--- config.mk ---
export PLATFORM = sky130hd
export DESIGN_NAME = wash_seq_flat
export DESIGN_NICKNAME = d
export VERILOG_FILES = /design/src/rtl/wash_pkg.sv /design/src/rtl/wash_seq_if.sv /design/src/rtl/wash_seq_bcd_dec2.sv /design/src/rtl/wash_seq.sv /design/src/flat_wrapper.sv
export SDC_FILE = /design/constraint.sdc
export NUM_CORES = 1
export LEC_CHECK = 0
export CAP_MARGIN = 20
export CORE_ASPECT_RATIO = 1.4
export CORE_UTILIZATION = 25
export CTS_CLUSTER_DIAMETER = 80
export DETAILED_ROUTE_END_ITERATION = 16
export PLACE_DENSITY = 0.5
export SYNTH_ARGS = -nofsm -noshare
export SYNTH_HDL_FRONTEND = slang
export SYNTH_SLANG_ARGS = --single-unit
--- constraint.sdc ---
create_clock -name clk -period 5.2 [get_ports clk]
set_input_delay 1.04 -clock clk [delete_from_list [all_inputs] [get_ports clk]]
set_output_delay 1.04 -clock clk [all_outputs]
set_load 0.1 [all_outputs]
--- src/rtl/wash_pkg.sv ---
// Shared types and per-mode tables for the wash-cycle controller.
// Durations are BCD seconds so they can be loaded straight into the display counter.
package wash_pkg;

    typedef enum logic [2:0] {
        IDLE  = 3'd0,
        FILL  = 3'd1,
        WASH  = 3'd2,
        RINSE = 3'd3,
        SPIN  = 3'd4,
        PAUSE = 3'd5,
        DONE  = 3'd6
    } state_t;

    typedef enum logic [1:0] {
        MODE_QUICK    = 2'd0,
        MODE_STANDARD = 2'd1,
        MODE_HEAVY    = 2'd2,
        MODE_SPIN     = 2'd3
    } mode_t;

    function automatic logic [7:0] phase_dur(input mode_t m, input state_t p);
        logic [31:0] row;
        logic [7:0]  res;
        case (m)
            MODE_QUICK:    row = 32'h05_10_05_05;
            MODE_STANDARD: row = 32'h10_30_15_10;
            MODE_HEAVY:    row = 32'h15_60_30_20;
            MODE_SPIN:     row = 32'h00_00_00_15;
            default:       row = 32'h00_00_00_00;
        endcase
        case (p)
            FILL:    res = row[31:24];
            WASH:    res = row[23:16];
            RINSE:   res = row[15:8];
            SPIN:    res = row[7:0];
            default: res = 8'h00;
        endcase
        return res;
    endfunction

    function automatic logic [3:0] mode_cost(input mode_t m);
        logic [3:0] res;
        case (m)
            MODE_QUICK:    res = 4'd3;
            MODE_STANDARD: res = 4'd5;
            MODE_HEAVY:    res = 4'd8;
            MODE_SPIN:     res = 4'd2;
            default:       res = 4'd9;
        endcase
        return res;
    endfunction

    function automatic logic [3:0] light_of(input state_t p);
        logic [3:0] res;
        case (p)
            FILL:    res = 4'b0001;
            WASH:    res = 4'b0010;
            RINSE:   res = 4'b0100;
            SPIN:    res = 4'b1000;
            default: res = 4'b0000;
        endcase
        return res;
    endfunction

    // Every mode has a non-zero spin, so skipping stops at SPIN at the latest.
    function automatic state_t next_phase(input mode_t m, input state_t cur);
        state_t n;
        case (cur)
            IDLE:    n = FILL;
            FILL:    n = WASH;
            WASH:    n = RINSE;
            RINSE:   n = SPIN;
            default: n = DONE;
        endcase
        for (int i = 0; i < 3; i++) begin
            if (n != DONE && n != SPIN && phase_dur(m, n) == 8'h00) begin
                n = state_t'(3'(n) + 3'd1);
            end else begin
                n = n;
            end
        end
        return n;
    endfunction

endpackage

--- src/rtl/wash_seq_if.sv ---
// Control/status bundle between the pre-stage and the wash sequencer.
interface wash_seq_if;
    logic        start;
    logic        pause;
    logic [1:0]  mode;
    logic [11:0] bal_in;
    logic [11:0] bal_out;
    logic        bal_wr;
    logic        reject;
    logic        busy;
    logic [3:0]  phase_light;
    logic        paused;
    logic [3:0]  rem_tens;
    logic [3:0]  rem_ones;
    logic        alarm;

    modport master (
        output start, pause, mode, bal_in,
        input  bal_out, bal_wr, reject, busy, phase_light, paused, rem_tens, rem_ones, alarm
    );

    modport slave (
        input  start, pause, mode, bal_in,
        output bal_out, bal_wr, reject, busy, phase_light, paused, rem_tens, rem_ones, alarm
    );
endinterface

--- src/rtl/wash_seq_bcd_dec2.sv ---
// Two-digit BCD down-counter with load; holds the seconds remaining in a phase.
module bcd_dec2 (
    input  logic       clk,
    input  logic       rst,
    input  logic       load,
    input  logic [7:0] load_val,
    input  logic       en,
    output logic [7:0] value,
    output logic       is_zero,
    output logic       is_one
);
    logic [7:0] cnt_r;

    // Load has priority over decrement; x0 borrows into the tens digit.
    always_ff @(posedge clk) begin
        if (rst) begin
            cnt_r <= 8'h00;
        end else if (load) begin
            cnt_r <= load_val;
        end else if (en) begin
            if (cnt_r[3:0] == 4'd0) begin
                cnt_r[3:0] <= 4'd9;
                cnt_r[7:4] <= (cnt_r[7:4] == 4'd0) ? 4'd9 : cnt_r[7:4] - 4'd1;
            end else begin
                cnt_r[3:0] <= cnt_r[3:0] - 4'd1;
            end
        end else begin
            cnt_r <= cnt_r;
        end
    end

    assign value   = cnt_r;
    assign is_zero = (cnt_r == 8'h00);
    assign is_one  = (cnt_r == 8'h01);
endmodule

--- src/rtl/wash_seq.sv ---
// Wash-cycle sequencer: charges the BCD balance, then runs FILL/WASH/RINSE/SPIN
// on 1 s ticks with pause/resume and a timed completion alarm.
module wash_seq
    import wash_pkg::*;
#(
    parameter int TICK_CYCLES  = 100_000_000,
    parameter int ALARM_CYCLES = 250_000_000
) (
    input  logic       clk,
    input  logic       rst,
    wash_seq_if.slave  bus
);
    localparam int TW = $clog2(TICK_CYCLES + 1);
    localparam int AW = $clog2(ALARM_CYCLES + 1);
    localparam logic [TW-1:0] TICK_LAST  = TW'(TICK_CYCLES - 1);
    localparam logic [AW-1:0] ALARM_LAST = AW'(ALARM_CYCLES - 1);

    state_t        state_r, saved_r;
    mode_t         mode_r;
    logic [TW-1:0] tick_cnt_r;
    logic [AW-1:0] alarm_cnt_r;
    logic [11:0]   bal_out_r;
    logic          bal_wr_r, reject_r, busy_r, paused_r, alarm_r;
    logic [3:0]    phase_light_r;

    logic [3:0]    cost_s, ones_s, tens_s, hund_s;
    logic          bal_ok_s, borrow_o_s, borrow_t_s;
    logic          running_s, tick_due_s, phase_end_s;
    state_t        first_s, nxt_s;
    logic          dec_load_s, dec_en_s;
    logic [7:0]    dec_val_s, rem_s;
    logic          rem_zero_s, rem_one_s;

    // BCD balance check and subtract of the single-digit cost, borrowing upward.
    always_comb begin
        cost_s     = mode_cost(mode_t'(bus.mode));
        bal_ok_s   = (bus.bal_in[11:4] != 8'h00) || (bus.bal_in[3:0] >= cost_s);
        borrow_o_s = (bus.bal_in[3:0] < cost_s);
        borrow_t_s = borrow_o_s && (bus.bal_in[7:4] == 4'd0);
        if (borrow_o_s) begin
            ones_s = bus.bal_in[3:0] + 4'd10 - cost_s;
            tens_s = (bus.bal_in[7:4] == 4'd0) ? 4'd9 : bus.bal_in[7:4] - 4'd1;
        end else begin
            ones_s = bus.bal_in[3:0] - cost_s;
            tens_s = bus.bal_in[7:4];
        end
        if (borrow_t_s) begin
            hund_s = bus.bal_in[11:8] - 4'd1;
        end else begin
            hund_s = bus.bal_in[11:8];
        end
    end

    assign running_s   = (state_r == FILL) || (state_r == WASH) || (state_r == RINSE) || (state_r == SPIN);
    assign tick_due_s  = (tick_cnt_r == TICK_LAST);
    assign phase_end_s = rem_one_s || rem_zero_s;
    assign first_s     = next_phase(mode_t'(bus.mode), IDLE);
    assign nxt_s       = next_phase(mode_r, state_r);

    // Remaining-time counter control; a pause in the tick cycle discards the tick.
    always_comb begin
        dec_load_s = 1'b0;
        dec_en_s   = 1'b0;
        dec_val_s  = 8'h00;
        if (state_r == IDLE && bus.start && bal_ok_s) begin
            dec_load_s = 1'b1;
            dec_val_s  = phase_dur(mode_t'(bus.mode), first_s);
        end else if (running_s && !bus.pause && tick_due_s) begin
            if (phase_end_s) begin
                dec_load_s = 1'b1;
                dec_val_s  = phase_dur(mode_r, nxt_s);
            end else begin
                dec_en_s = 1'b1;
            end
        end else begin
            dec_load_s = 1'b0;
        end
    end

    bcd_dec2 u_rem (
        .clk      (clk),
        .rst      (rst),
        .load     (dec_load_s),
        .load_val (dec_val_s),
        .en       (dec_en_s),
        .value    (rem_s),
        .is_zero  (rem_zero_s),
        .is_one   (rem_one_s)
    );

    // Main sequencer with registered Moore outputs.
    always_ff @(posedge clk) begin
        if (rst) begin
            state_r       <= IDLE;
            saved_r       <= IDLE;
            mode_r        <= MODE_QUICK;
            tick_cnt_r    <= {TW{1'b0}};
            alarm_cnt_r   <= {AW{1'b0}};
            bal_out_r     <= 12'h000;
            bal_wr_r      <= 1'b0;
            reject_r      <= 1'b0;
            busy_r        <= 1'b0;
            paused_r      <= 1'b0;
            alarm_r       <= 1'b0;
            phase_light_r <= 4'b0000;
        end else begin
            bal_wr_r <= 1'b0;
            reject_r <= 1'b0;
            case (state_r)
                IDLE: begin
                    if (bus.start && bal_ok_s) begin
                        bal_out_r     <= {hund_s, tens_s, ones_s};
                        bal_wr_r      <= 1'b1;
                        mode_r        <= mode_t'(bus.mode);
                        state_r       <= first_s;
                        tick_cnt_r    <= {TW{1'b0}};
                        busy_r        <= 1'b1;
                        phase_light_r <= light_of(first_s);
                    end else if (bus.start) begin
                        reject_r <= 1'b1;
                    end
                end
                FILL, WASH, RINSE, SPIN: begin
                    if (bus.pause) begin
                        saved_r  <= state_r;
                        state_r  <= PAUSE;
                        paused_r <= 1'b1;
                    end else if (tick_due_s) begin
                        tick_cnt_r <= {TW{1'b0}};
                        if (phase_end_s) begin
                            state_r       <= nxt_s;
                            phase_light_r <= light_of(nxt_s);
                            busy_r        <= (nxt_s != DONE);
                            alarm_r       <= (nxt_s == DONE);
                            alarm_cnt_r   <= {AW{1'b0}};
                        end
                    end else begin
                        tick_cnt_r <= tick_cnt_r + TW'(1);
                    end
                end
                PAUSE: begin
                    if (bus.pause) begin
                        state_r  <= saved_r;
                        paused_r <= 1'b0;
                    end
                end
                DONE: begin
                    if (alarm_cnt_r == ALARM_LAST) begin
                        state_r     <= IDLE;
                        alarm_r     <= 1'b0;
                        alarm_cnt_r <= {AW{1'b0}};
                    end else begin
                        alarm_cnt_r <= alarm_cnt_r + AW'(1);
                    end
                end
                default: begin
                    state_r       <= IDLE;
                    busy_r        <= 1'b0;
                    paused_r      <= 1'b0;
                    alarm_r       <= 1'b0;
                    phase_light_r <= 4'b0000;
                end
            endcase
        end
    end

    assign bus.bal_out     = bal_out_r;
    assign bus.bal_wr      = bal_wr_r;
    assign bus.reject      = reject_r;
    assign bus.busy        = busy_r;
    assign bus.paused      = paused_r;
    assign bus.alarm       = alarm_r;
    assign bus.phase_light = phase_light_r;
    assign bus.rem_tens    = rem_s[7:4];
    assign bus.rem_ones    = rem_s[3:0];
endmodule

--- src/flat_wrapper.sv ---
// flat-port wrapper written by rule: the top's interface ports become plain ports
module wash_seq_flat import wash_pkg::*;
#(
    parameter int TICK_CYCLES  = 100_000_000,
    parameter int ALARM_CYCLES = 250_000_000
)
  (clk, rst, bus_start, bus_pause, bus_mode, bus_bal_in, bus_bal_out, bus_bal_wr, bus_reject, bus_busy, bus_phase_light, bus_paused, bus_rem_tens, bus_rem_ones, bus_alarm);
  wash_seq_if bus_i ();
  input  logic clk;
  input  logic rst;
  input wire logic [$bits(bus_i.start)-1:0] bus_start;
  input wire logic [$bits(bus_i.pause)-1:0] bus_pause;
  input wire logic [$bits(bus_i.mode)-1:0] bus_mode;
  input wire logic [$bits(bus_i.bal_in)-1:0] bus_bal_in;
  output wire logic [$bits(bus_i.bal_out)-1:0] bus_bal_out;
  output wire logic [$bits(bus_i.bal_wr)-1:0] bus_bal_wr;
  output wire logic [$bits(bus_i.reject)-1:0] bus_reject;
  output wire logic [$bits(bus_i.busy)-1:0] bus_busy;
  output wire logic [$bits(bus_i.phase_light)-1:0] bus_phase_light;
  output wire logic [$bits(bus_i.paused)-1:0] bus_paused;
  output wire logic [$bits(bus_i.rem_tens)-1:0] bus_rem_tens;
  output wire logic [$bits(bus_i.rem_ones)-1:0] bus_rem_ones;
  output wire logic [$bits(bus_i.alarm)-1:0] bus_alarm;
  assign bus_i.start = bus_start;
  assign bus_i.pause = bus_pause;
  assign bus_i.mode = bus_mode;
  assign bus_i.bal_in = bus_bal_in;
  assign bus_bal_out = bus_i.bal_out;
  assign bus_bal_wr = bus_i.bal_wr;
  assign bus_reject = bus_i.reject;
  assign bus_busy = bus_i.busy;
  assign bus_phase_light = bus_i.phase_light;
  assign bus_paused = bus_i.paused;
  assign bus_rem_tens = bus_i.rem_tens;
  assign bus_rem_ones = bus_i.rem_ones;
  assign bus_alarm = bus_i.alarm;
  wash_seq #(.TICK_CYCLES(TICK_CYCLES), .ALARM_CYCLES(ALARM_CYCLES)) u_core (.clk(clk), .rst(rst), .bus(bus_i));
endmodule
# Word-level counts from Yosys, hierarchy flattened
# Index checks and enable logic that the tools add are counted.
# Widths: inputs -> output; s select.
[word_totals] input_bits=18 ff_bits=92
[classes] n_reduce_logical=55 bitwise_logic=4 add_sub_neg=14 muxes=73 n_lt_le_gt_ge=2 eq_ne=64
[op_table] cell="$pmux 32 s4" count=2
[op_table] cell="$pmux 8 s4" count=7
[op_table] cell="$mux 28" count=4
[op_table] cell="$mux 27" count=3
[op_table] cell="$logic_not 8->1" count=7
[op_table] cell="$pmux 28 s2" count=1
[op_table] cell="$pmux 27 s2" count=1
[op_table] cell="$pmux 4 s4" count=3
[op_table] cell="$mux 4" count=11
[op_table] cell="$eq 3x2->1 const B" count=14
[op_table] cell="$mux 8" count=5
[op_table] cell="$mux 3" count=11
[op_table] cell="$eq 3x3->1 const B" count=10
[op_table] cell="$add 28x1->28 const B" count=1
[op_table] cell="$eq 28x28->1 const B" count=1
[op_table] cell="$add 27x1->27 const B" count=1
[op_table] cell="$eq 27x27->1 const B" count=1
[op_table] cell="$ne 3x3->1 const B" count=9
[op_table] cell="$pmux 3 s4" count=2
[op_table] cell="$eq 3x1->1 const B" count=7
[op_table] cell="$mux 1" count=18
[op_table] cell="$logic_and 1x1->1" count=16
[op_table] cell="$sub 4x1->4 const B" count=4
[op_table] cell="$reduce_and 5->1" count=3
[op_table] cell="31 further kinds" count=70

# Longest topological paths before layout
# Gate-level depths: netlist (run 1).
[logic_depth] word_depth=23 ltp_mapped=24 depth_no_buf=22

# Modules after synthesis
# Synthesis (run 1) repeated with hierarchy kept, for this count alone.
[hier_totals] cells_unflattened=707 hier_area_um2=5771.8
[by_module_without_submodules] module="wash_seq" n_inst=1 cells_per_inst=647 seq_area_each_um2=1681.6 area_each_um2=5290.1
[by_module_without_submodules] module="bcd_dec2" n_inst=1 cells_per_inst=60 seq_area_each_um2=160.2 area_each_um2=481.7

# Least setup slack after synthesis (run 1)
# OpenSTA, ideal clock, no wires.
[synth_timing] kind="flip-flop to flip-flop" start="register u_core.mode_r[0]" end="register u_core.u_rem.cnt_r[0] (netlist: u_core.u_rem.value[0])" setup_ns=0.135 stages_incl_launch_ff=25 t_required_ns=5.065 arrival_time_ns=5.200 period_less_slack_ns=5.335 slack_ns=-0.135 path_cell_list="dfxtp_1 -> inv_1 -> ha_1 -> buf_6 -> nor4_1 -> o21ai_0 -> a21oi_1 -> inv_1 -> ha_1 -> ha_1 -> nor2_1 -> nor2_1 -> or4b_1 -> o211a_1 -> buf_6 -> ha_1 -> ha_1 -> o41ai_1 -> nand2_1 -> a32oi_2 -> nand2_1 -> or2_1 -> a32oi_1 -> nor3b_1 -> a21oi_1"
[synth_between] elab_chain_len=22 word_cells_on_any_way=42
[synth_rtl] item="start: declaration" line_no="wash_seq.sv:19" text="mode_t mode_r;"
[synth_rtl] item="start signal: assignment" line_no="wash_seq.sv:114" text="mode_r <= mode_t'(bus.mode);"
[synth_rtl] item="$eq 2x2->1, or another cell as far along" line_no="wash_pkg.sv:25" text="case (m)"
[synth_rtl] item="$pmux 32 s4 *" line_no="wash_pkg.sv:25"
[synth_rtl] item="$pmux 8 s4" line_no="wash_pkg.sv:32" text="case (p)"
[synth_rtl] item="$logic_not 8->1" line_no="wash_pkg.sv:77" text="if (n != DONE && n != SPIN && phase_dur(m, n) == 8'h00) begin"
[synth_rtl] item="$logic_and 1x1->1" line_no="wash_pkg.sv:77"
[synth_rtl] item="$mux 3" line_no="wash_pkg.sv:77"
[synth_rtl] item="$eq 3x3->1, or another cell as far along" line_no="wash_pkg.sv:32"
[synth_rtl] item="$pmux 8 s4" line_no="wash_pkg.sv:32"
[synth_rtl] item="[... 6 more ...]"
[synth_rtl] item="$logic_and 1x1->1" line_no="wash_pkg.sv:77"
[synth_rtl] item="$mux 3" line_no="wash_pkg.sv:77"
[synth_rtl] item="$eq 3x3->1, or another cell as far along" line_no="wash_pkg.sv:32"
[synth_rtl] item="$pmux 8 s4 *" line_no="wash_pkg.sv:32"
[synth_rtl] item="$mux 8 *" line_no="wash_seq.sv:69" text="if (phase_end_s) begin"
[synth_rtl] item="$mux 8 *" line_no="wash_seq.sv:68" text="end else if (running_s && !bus.pause && tick_due_s) begin"
[synth_rtl] item="$mux 8 *" line_no="wash_seq.sv:65" text="if (state_r == IDLE && bus.start && bal_ok_s) begin"
[synth_rtl] item="$mux 8 *" line_no="wash_seq_bcd_dec2.sv:18" text="end else if (load) begin"
[synth_rtl] item="end signal: assignment" line_no="wash_seq_bcd_dec2.sv:19" text="cnt_r <= load_val;"
[synth_rtl] item="end signal: assignment" line_no="wash_seq_bcd_dec2.sv:25" text="cnt_r[3:0] <= cnt_r[3:0] - 4'd1;"
[synth_rtl] item="end signal: assignment" line_no="wash_seq_bcd_dec2.sv:28" text="cnt_r <= cnt_r;"
[synth_rtl] item="end: declaration" line_no="wash_seq_bcd_dec2.sv:12" text="logic [7:0] cnt_r;"
# Every way passes the cells marked *; elsewhere a longest branch is shown, timed or not. The select of a mux whose other input is x is not followed.
# A chain may end at the register's enable or synchronous reset.

# Final worst setup path (run 1)
[layout_timing] start="register u_core.mode_r[0]" end="register u_core.u_rem.cnt_r[2] (netlist: u_core.u_rem.value[2])"
# The elaborated chain is that of the path after synthesis.

==> flow_metrics.env, run 1 <==
export IMPL_crit_type="register to register"
export IMPL_io_buffers=46
export IMPL_fmax_ghz=0.203
export IMPL_rr_startpoint="u_core.mode_r[0]$_SDFFE_PP0P_"
export IMPL_row_count=65
export IMPL_hold_start="u_core.bus.bal_out[1]$_SDFFE_PP0P_"
export IMPL_required_ns=5.43
export IMPL_wl_per_cell_um=15.1
export IMPL_die_width_um=131
export IMPL_first_global_vias=5146
export IMPL_post_synth_top_area_cell="dfxtp_1"
export IMPL_placedInstanceArea_mm2=0.00679
export IMPL_diodes=0
export IMPL_drt_iter0_drc=233
export IMPL_synth_simple_gate_area_share_pct=26.3
export IMPL_hold_class="register to register"
export IMPL_ys_seq_area_share_pct=31.8
export IMPL_grt_ovfl_total=0
export IMPL_drv_cap=0
export IMPL_clk_pin_slew_worst_paths_ns=0.08
export IMPL_worstSetupEndpointType="register"
export IMPL_slew_headroom_pct=29.4
export IMPL_antenna_found_initial=0
export IMPL_nFillCells=2500
export IMPL_grtUsageTotal_pct=14.5
export IMPL_cts_sinks=92
export IMPL_dieArea_mm2=0.0238
export IMPL_hold_violations=0
export IMPL_cp_start_kind="register"
export IMPL_post_cts_buffers=0
export IMPL_coreArea_mm2=0.0226
export IMPL_cts_max_path_buffers=2
export IMPL_gp_congestion=0.889
export IMPL_period_minus_slack_ns=4.93
export IMPL_yosysWarnings=0
export IMPL_ys_flop_type="dfxtp_1"
export IMPL_hpwl_um=12500
export IMPL_worst_slack_ns=0.269
export IMPL_synth_compound_area_share_pct=19.3
export IMPL_synth_adder_area_share_pct=7.74
export IMPL_grt_max_degree=27
export IMPL_slew_viol_final=0
export IMPL_outcome="completed"
export IMPL_crit_arrival_ns=5.16
export IMPL_fin_nets=836
export IMPL_initial_core_util_pct=25.6
export IMPL_place_ws_ns=0.0277
export IMPL_drc_errors=0
export IMPL_insertion_delay_ns=0.36
export IMPL_ios=47
export IMPL_synth_edff_count=0
export IMPL_cts_hold_buf=0
export IMPL_synth_xor_area_share_pct=8.78
export IMPL_num_vias=5326
export IMPL_worstPathMaxFanout=6
export IMPL_dp_cells=1074
export IMPL_synth_top_cell_area_share_pct=31.8
export IMPL_numCtsBuffers=9
export IMPL_drive_gt1_share_pct=12.0
export IMPL_grt_pass1_wl_um=26700
export IMPL_vias_per_cell=4.89
export IMPL_netlist_area_mm2=0.00579
export IMPL_synth_seq_cells=92
export IMPL_synth_area_mux_share_pct=1.36
export IMPL_async_flop_share_pct=0
export IMPL_fp_dieH_um=182
export IMPL_cts_tree="yes"
export IMPL_setup_worst_path_start="u_core.mode_r[0]$_SDFFE_PP0P_"
export IMPL_h_tree_depth=3
export IMPL_setup_viol=0
export IMPL_synth_nets=774
export IMPL_firstDrtPassIters=4
export IMPL_ant_nets=0
export IMPL_synth_cells=722
export IMPL_avgSynthCellArea_um2=8.01
export IMPL_design_area_mm2=0.00718
export IMPL_fin_tns_setup_ns=0
export IMPL_cts_root_buffer="clkbuf_16"
export IMPL_layoutNonFillerInstCount=1090
export IMPL_area_growth_pct=24.0
export IMPL_wl_um=16500
export IMPL_post_synth_num_cell_types=82
export IMPL_synth_top_family_by_area="simple AND/OR/NAND/NOR gates"
export IMPL_synth_area_top_cells="dfxtp_1, nor2_1, ha_1"
export IMPL_skew_ns=0.00737
export IMPL_worst_pin_slew_ns=1.06
export IMPL_period_share_pct=94.8
final cells by class:
| cell class | instances | area [um^2] | share of cell area, % |
|---|---|---|---|
| clock buffers | 9 | 225 | 3.14 |
| multi-input cells | 565 | 3790 | 52.8 |
| repair buffers | 84 | 749 | 10.4 |
| well taps | 301 | 377 | 5.25 |
| inverters | 32 | 123 | 1.71 |
| clock inverters | 7 | 71.3 | 0.994 |
| flip-flops and latches | 92 | 1840 | 25.7 |
kinds of logic after synthesis:
group,count (synthesis)
AOI/OAI and AO/OA,156
xor gates and xnor gates,58
adders and majority gates,34
buffers and inverters,65
DFF,92
muxes,7
and+or+nand+nor,310
stage by stage:
step,hold slack [ns],util (%)
6_report,0.460,31.7
5_1_grt,0.489,31.7
4_1_cts,0.465,31.4
3_5_place_dp,0.454,30.0
3_3_place_gp,0.446,30.0
2_1_floorplan,0.457,-
timing repair:
item / 4_1_cts / 5_1_grt
endpoints found under the hold margin: 0 / 0
endpoints found under the setup margin: 2 / 14
gates resized for setup: 2 / 20
pin swaps: 0 / 4
critical path: stages (launching register included):
cell and delay [ns]:
dfxtp_2 0.36, inv_1 0.08, ha_4 0.27, or4_4 0.56, o22ai_4 0.17, and2_4 0.19, inv_1 0.06, ha_1 0.23
nor2_2 0.13, nor2_1 0.08, or4b_1 0.54, o211a_1 0.17, ha_1 0.20, ha_1 0.20, o41ai_1 0.09, nand2_1 0.16
a32oi_4 0.36, nand2_4 0.13, mux2i_4 0.21, or3_1 0.32, o311ai_1 0.14, a22oi_2 0.13
Yosys cell counts (3+ instances only):
cell,instances
fa_1,3
a211oi_1,11
nor4b_1,6
o21ai_0,25
or4_1,4
a21oi_1,43
o21ai_1,3
nand2b_1,3
nor2_1,110
and3_1,15
a2bb2oi_1,3
nand2_1,58
a211o_1,5
nand3_1,28
clkbuf_1,24
nor3_1,26
buf_6,3
nand4_1,15
buf_1,3
nor2b_1,3
or2_2,3
o21a_1,4
ha_1,31
a32oi_1,5
xor2_1,32
xnor2_1,26
a21o_1,4
buf_2,3
o211ai_1,5
mux2i_1,5
inv_1,29
and4_1,6
dfxtp_1,92
or3_1,7
nor4_1,4
and2_1,7
a31oi_1,6
a22oi_1,6
cells in the final DEF, fill, tap and decap left out, types with 7 or more instances in the layout:
master | synthesis | routed
or3_1 | 7 | 7
o21ai_0 | 25 | 25
a211oi_1 | 11 | 9
clkdlybuf4s50_1 | 0 | 46
nand4_1 | 15 | 15
nand2_1 | 58 | 57
nor2_1 | 110 | 109
xnor2_1 | 26 | 26
xor2_1 | 32 | 32
nand3_1 | 28 | 28
nor3_1 | 26 | 25
inv_1 | 29 | 29
clkbuf_16 | 0 | 9
a21oi_1 | 43 | 43
buf_4 | 0 | 37
and3_1 | 15 | 15
dfxtp_1 | 92 | 91
ha_1 | 31 | 28
state kept, by name, indices dropped and copies added, names as in the netlist:
| signal | flops |
|---|---|
| u_core.state_r | 3 |
| u_core.bus.alarm | 1 |
| u_core.bus.bal_wr | 1 |
| u_core.alarm_cnt_r | 28 |
| u_core.mode_r | 2 |
| u_core.bus.paused | 1 |
| u_core.tick_cnt_r | 27 |
| u_core.bus.busy | 1 |
| u_core.u_rem.value | 8 |
| u_core.saved_r | 3 |
| u_core.bus.phase_light | 4 |
| u_core.bus.bal_out | 12 |
| u_core.bus.reject | 1 |
routing by layer:
layer / part of all wire [%] / vias to the layer above / wire (um) / track usage, %
met3: 1.9 / 31 / 316 / 1.56
li1: - / 2704 / - / -
met4: 3.3 / 0 / 537 / 7.68
met1: 45 / 2517 / 7370 / 17.7
met5: 0 / - / 0 / 0
met2: 50 / 74 / 8240 / 24.6
path summary, 6_finish.rpt:
path	to	cells after the start	slack, ns
max	u_core.u_rem.value[2]$_SDFFE_PP0P_	21	0.27
min reg2reg	u_core.bus.bal_out[1]$_SDFFE_PP0P_	2	0.46
min	u_core.bus.bal_out[1]$_SDFFE_PP0P_	2	0.46
max reg2reg	u_core.u_rem.value[2]$_SDFFE_PP0P_	21	0.27
Power of run 1 is left out: the tool's default activity adds up to more than one toggle a clock period on the data nets, which glitch-free logic cannot reach.
==> run 2: changes to the inputs <==
--- a/config.mk
+++ b/config.mk
@@ -10,6 +10,7 @@
 export CORE_UTILIZATION = 25
 export CTS_CLUSTER_DIAMETER = 80
 export DETAILED_ROUTE_END_ITERATION = 16
+export HOLD_SLACK_MARGIN = 0.12
 export PLACE_DENSITY = 0.5
 export SYNTH_ARGS = -nofsm -noshare
 export SYNTH_HDL_FRONTEND = slang
==> results of run 2 <==
Same layout as run 1: the final DEF is identical, and so are final timing and power.
Power of run 2 is left out for the same reason.
==> run 3: changes to the inputs <==
--- a/config.mk
+++ b/config.mk
@@ -10,8 +10,9 @@
 export CORE_UTILIZATION = 25
 export CTS_CLUSTER_DIAMETER = 80
 export DETAILED_ROUTE_END_ITERATION = 16
-export HOLD_SLACK_MARGIN = 0.12
+export HOLD_SLACK_MARGIN = 0.15
 export PLACE_DENSITY = 0.5
+export SKIP_LAST_GASP = 1
 export SYNTH_ARGS = -nofsm -noshare
 export SYNTH_HDL_FRONTEND = slang
 export SYNTH_SLANG_ARGS = --single-unit
==> results of run 3 <==
Same layout as run 1: the final DEF is identical, and so are final timing and power.
Power of run 3 is left out for the same reason.
